`src/rtl/pattern_gen.sv`:
```
// Multi-lane video test-pattern generator: re-emits an upstream VS/HS/DE timing
// stream one clock later with synthetic RGB (R = pixel x, G = line, B = frame).
module pattern_gen #(
  parameter int unsigned C_PORT_NUM = 4
) (
  input  logic                    CLK_I,
  input  logic                    RST_I,
  input  logic                    VS_I,
  input  logic                    HS_I,
  input  logic                    DE_I,
  output logic [C_PORT_NUM-1:0]   VS_O,
  output logic [C_PORT_NUM-1:0]   HS_O,
  output logic [C_PORT_NUM-1:0]   DE_O,
  output logic [C_PORT_NUM*8-1:0] R_O,
  output logic [C_PORT_NUM*8-1:0] G_O,
  output logic [C_PORT_NUM*8-1:0] B_O
);

  logic                    vs_prev_q, vs_prev_d;
  logic                    de_prev_q, de_prev_d;
  logic [7:0]              frame_q, frame_d;
  logic [15:0]             line_q, line_d;
  logic [15:0]             hcnt_q, hcnt_d;
  logic [C_PORT_NUM-1:0]   vs_q, vs_d;
  logic [C_PORT_NUM-1:0]   hs_q, hs_d;
  logic [C_PORT_NUM-1:0]   de_q, de_d;
  logic [C_PORT_NUM*8-1:0] r_q, r_d;
  logic [C_PORT_NUM*8-1:0] g_q, g_d;
  logic [C_PORT_NUM*8-1:0] b_q, b_d;

  logic       vs_rise;
  logic       de_fall;
  logic [7:0] x_lo;

  // Edge detection and frame/line/beat counter next-state.
  always_comb begin
    vs_rise   = VS_I & ~vs_prev_q;
    de_fall   = ~DE_I & de_prev_q;
    vs_prev_d = VS_I;
    de_prev_d = DE_I;

    frame_d = vs_rise ? frame_q + 8'd1 : frame_q;

    // A VS rise clears the line count even if a line completes in the same cycle.
    line_d = line_q;
    if (vs_rise) begin
      line_d = '0;
    end else if (de_fall && (line_q != 16'hFFFF)) begin
      line_d = line_q + 16'd1;
    end

    hcnt_d = '0;
    if (DE_I) begin
      hcnt_d = (hcnt_q != 16'hFFFF) ? hcnt_q + 16'd1 : hcnt_q;
    end
  end

  // Output next-state: sync replication and per-lane colour from current counters.
  always_comb begin
    vs_d = {C_PORT_NUM{VS_I}};
    hs_d = {C_PORT_NUM{HS_I}};
    de_d = {C_PORT_NUM{DE_I}};
    r_d  = '0;
    g_d  = '0;
    b_d  = '0;
    x_lo = '0;
    if (DE_I) begin
      for (int p = 0; p < int'(C_PORT_NUM); p++) begin
        // Only the low byte of x = hcnt*C_PORT_NUM + p is visible, so compute it mod 256.
        x_lo          = hcnt_q[7:0] * 8'(C_PORT_NUM) + 8'(p);
        r_d[p*8 +: 8] = x_lo;
        g_d[p*8 +: 8] = line_q[7:0];
        b_d[p*8 +: 8] = frame_q;
      end
    end
  end

  // State and output registers; async reset clears everything immediately.
  always_ff @(posedge CLK_I or posedge RST_I) begin
    if (RST_I) begin
      vs_prev_q <= 1'b0;
      de_prev_q <= 1'b0;
      frame_q   <= '0;
      line_q    <= '0;
      hcnt_q    <= '0;
      vs_q      <= '0;
      hs_q      <= '0;
      de_q      <= '0;
      r_q       <= '0;
      g_q       <= '0;
      b_q       <= '0;
    end else begin
      vs_prev_q <= vs_prev_d;
      de_prev_q <= de_prev_d;
      frame_q   <= frame_d;
      line_q    <= line_d;
      hcnt_q    <= hcnt_d;
      vs_q      <= vs_d;
      hs_q      <= hs_d;
      de_q      <= de_d;
      r_q       <= r_d;
      g_q       <= g_d;
      b_q       <= b_d;
    end
  end

  assign VS_O = vs_q;
  assign HS_O = hs_q;
  assign DE_O = de_q;
  assign R_O  = r_q;
  assign G_O  = g_q;
  assign B_O  = b_q;

endmodule

```
`config.mk`:
```
export PLATFORM = sky130hd
export DESIGN_NAME = pattern_gen
export DESIGN_NICKNAME = d
export VERILOG_FILES = /design/src/rtl/pattern_gen.sv
export SDC_FILE = /design/constraint.sdc
export NUM_CORES = 1
export LEC_CHECK = 0
export BUFFER_PORTS_ARGS = -buffer_cell sky130_fd_sc_hd__buf_2
export CORE_UTILIZATION = 30
export CTS_CLUSTER_SIZE = 12
export DETAILED_ROUTE_END_ITERATION = 10
export HOLD_SLACK_MARGIN = 0.02
export SETUP_SLACK_MARGIN = 0.3
export SKIP_LAST_GASP = 1
export SLEW_MARGIN = 20
export SYNTH_ARGS = -nofsm -noshare
export SYNTH_HDL_FRONTEND = slang
export SYNTH_SLANG_ARGS = --single-unit
```
`constraint.sdc`:
```
create_clock -name CLK_I -period 2.1 [get_ports CLK_I]
set_input_delay 0.315 -clock CLK_I [delete_from_list [all_inputs] [get_ports CLK_I]]
set_output_delay 0.315 -clock CLK_I [all_outputs]
set_load 0.02 [all_outputs]
```
==> impl_metrics.json <==
{
  "status": "complete, no violations",
  "async_reset_ff_frac": 1.00,
  "ys_seq_elements": 65,
  "final_common_cell": "buf_2",
  "final_cell_mix": "buf_2 (108), dfrtp_1 (62), nand2_1 (24), and2_1 (21), buf_4 (18)",
  "grt_pass1_wl_um": 11600,
  "rows": 39,
  "period_minus_slack_ns": 1.75,
  "fillers": 1134,
  "track_usage": 0.116,
  "first_iter_violations": 181,
  "layout-drive-gt1-share": 0.389,
  "slowest_delay_ns": 0.52,
  "ant_nets": 0,
  "fin_tns_setup_ns": 0,
  "drv_cap": 0,
  "cts.clk_slew.worst_paths_ns": 0.05,
  "fin_crit_sh": 0.835,
  "slew-limit-headroom": 0.614,
  "p_per_area_nw_per_um2": 841,
  "first_pass_iters": 4,
  "ys_seq_area_frac": 0.458,
  "die-height_um": 111,
  "utilization": 0.352,
  "regArea_um2": 1630,
  "crit_arrival_ns": 2.00,
  "worstSkewPairLatency_ns": 0.32,
  "path_cells": "ha_4 > and4_4 > and4_4 > or4_4 > a21oi_2",
  "wl_per_cell_um": 13.1,
  "path_buf_inv": 0,
  "critPathMaxFanout": 8,
  "cp-start-kind": "flop",
  "core_um2": 11500,
  "grt_pass1_vias": 2384,
  "root_buffer": "clkbuf_16",
  "start_util": 0.310,
  "cts_max_level": 3,
  "multi_input_area_um2": 1260,
  "ir_drop_v": 0.000510,
  "rsz0062_at_grt": "false",
  "drc_errors": 0,
  "overflow": 0,
  "holdCritPathClass": "in2async",
  "dieArea_um2": 12300,
  "required_ns": 2.35,
  "cts_sinks": 65,
  "routed_wl_um": 7130,
  "critPathCaptureType": "flop",
  "clock_skew_ns": 0.00392,
  "reg2reg_depth": 5,
  "n_antenna_cell": 0,
  "crit_family": "simple AND/OR/NAND/NOR gates",
  "place_congestion": 0.771,
  "cp_num_cells": 5,
  "leakagePower_nw": 2.00,
  "cts-buffers-inserted": 9,
  "finalMaxSlewViolations": 0,
  "hold_viol_final": 0,
  "die_x_um": 111,
  "critical_path.most_common_cell": "and4_4",
  "dpl.hpwl_um": 4700,
  "synth_top_flop_cell": "dfrtp_1",
  "critical-path-slowest-cell": "or4_4",
  "hold_ws_ns": 0.0722,
  "via_per_inst": 4.76,
  "vias": 2590,
  "worst-setup-path-type": "reg2reg",
  "fmax_mhz": 570,
  "nNetsFinal": 408,
  "port_buffers": 108,
  "ctsHoldBuffers": 0,
  "worst_pin_slew_ns": 0.574,
  "ioPinCount": 113,
  "syn-mean-instance-area_um2": 10.0,
  "cts_tree": "done",
  "grt_antenna_before_repair": 0,
  "power_mw": 3.39,
  "synth_edf_count": 0,
  "ctsLongestPathBuffers": 2,
  "grt_max_degree": 66,
  "yosysWarnings": 0,
  "setup_viol": 0,
  "syn_inst": 355,
  "area_delta_synth_final_pct": 13.7,
  "synth_area_um2": 3550,
  "synth_cell_types": 42
}
[cell families after synthesis]
| kind of cell | Yosys count | share of synthesized area |
|---|---|---|
| buffers and inverters | 101 | 0.205 |
| XOR/XNOR | 7 | 0.0173 |
| multiplexers | 5 | 0.0144 |
| adder cells (fa/ha/maj) | 3 | 0.0106 |
| AND/OR/NAND/NOR | 121 | 0.197 |
| other | 1 | 0.00106 |
| AO/OA/AOI/OAI | 52 | 0.0965 |
| flip-flops | 65 | 0.458 |
[cell type report]
| cell class | instances | area share |
|---|---|---|
| inverter | 4 | 0.00465 |
| timing repair buffer | 127 | 0.172 |
| clock inverter | 1 | 0.00124 |
| tap | 143 | 0.0443 |
| sequential | 65 | 0.404 |
| multi-input combinational | 193 | 0.311 |
| clock buffer | 11 | 0.0626 |
[cells in the mapped netlist, drive strengths merged, types with 3 or more instances]
library cell | count | share of area
and4 | 5 | 0.012
o41ai | 5 | 0.012
inv | 4 | 0.0042
nor3 | 4 | 0.0056
a21oi | 17 | 0.024
o31ai | 11 | 0.023
nor2 | 10 | 0.011
nand2b | 4 | 0.0070
nand3 | 13 | 0.020
o311ai | 4 | 0.0099
o21ai | 8 | 0.011
dfrtp | 65 | 0.46
nand2 | 24 | 0.025
and2 | 22 | 0.039
ha | 3 | 0.011
xnor2 | 4 | 0.0099
buf | 91 | 0.19
or3 | 6 | 0.011
or4 | 10 | 0.021
xor2 | 3 | 0.0074
nand4 | 8 | 0.014
a31oi | 3 | 0.0053
mux2i | 4 | 0.011
and3 | 4 | 0.0070
nor4 | 4 | 0.0088
clkbuf | 5 | 0.0053
[worst min-delay path, delay by kind of cell]
| kind | cells | cell delay, ns |
|---|---|---|
| buf+inv | 3 | 0.47 |
[metrics by stage]
| stage | std cells | instance area [µm²] | setup slack [ns] |
|---|---|---|---|
| 6_report | 544 | 4040 | 0.346 |
| 3_3_place_gp | 521 | 3650 | 0.200 |
| 2_1_floorplan | 358 | 3570 | 0.317 |
| 4_1_cts | 540 | 3970 | 0.296 |
| 5_1_grt | 544 | 4040 | 0.288 |
| 3_5_place_dp | 521 | 3650 | 0.132 |
[registers in the layout, indices dropped and copies added (netlist names)]
| signal | cells |
|---|---|
| hcnt_q | 16 |
| VS_O | 1 |
| R_O | 7 |
| B_O | 8 |
| frame_q | 8 |
| line_q | 16 |
| G_O | 8 |
| HS_O | 1 |
[routing by layer]
layer  vias to the layer above  global-route usage  part of all wire
met2                        85               0.196              0.50
met4                         0              0.0409             0.014
met1                      1245               0.139              0.43
met5                         -                   0                 0
met3                        10              0.0355             0.055
li1                       1250                   -                 -
[report_power, final]
group          internal [mW]  total (mW)  leakage, nW  switching [mW]
Combinational          0.216       0.610        0.994           0.394
Sequential              1.37        1.48        0.874           0.110
Clock                  0.832        1.31        0.129           0.475
[worst paths after layout]
check	startpoint	endpoint	slack (ns)
max	line_q[0]	line_q[3]	0.35
min	RST_I	HS_O[0]	0.07
max reg2reg	line_q[0]	line_q[3]	0.35
min reg2reg	frame_q[7]	frame_q[7]	0.47
max in group asynchronous	RST_I	line_q[1]	1.71
min in group CLK_I	HS_I	HS_O[0]	0.10
[timing repair]
action	CTS	global route
resized for setup	3	10
endpoints found under the setup margin	18	20
cloned	1	0
setup buffers	6	4
pin swaps	1	4
Note: power is estimated with default switching activity, not from simulation.
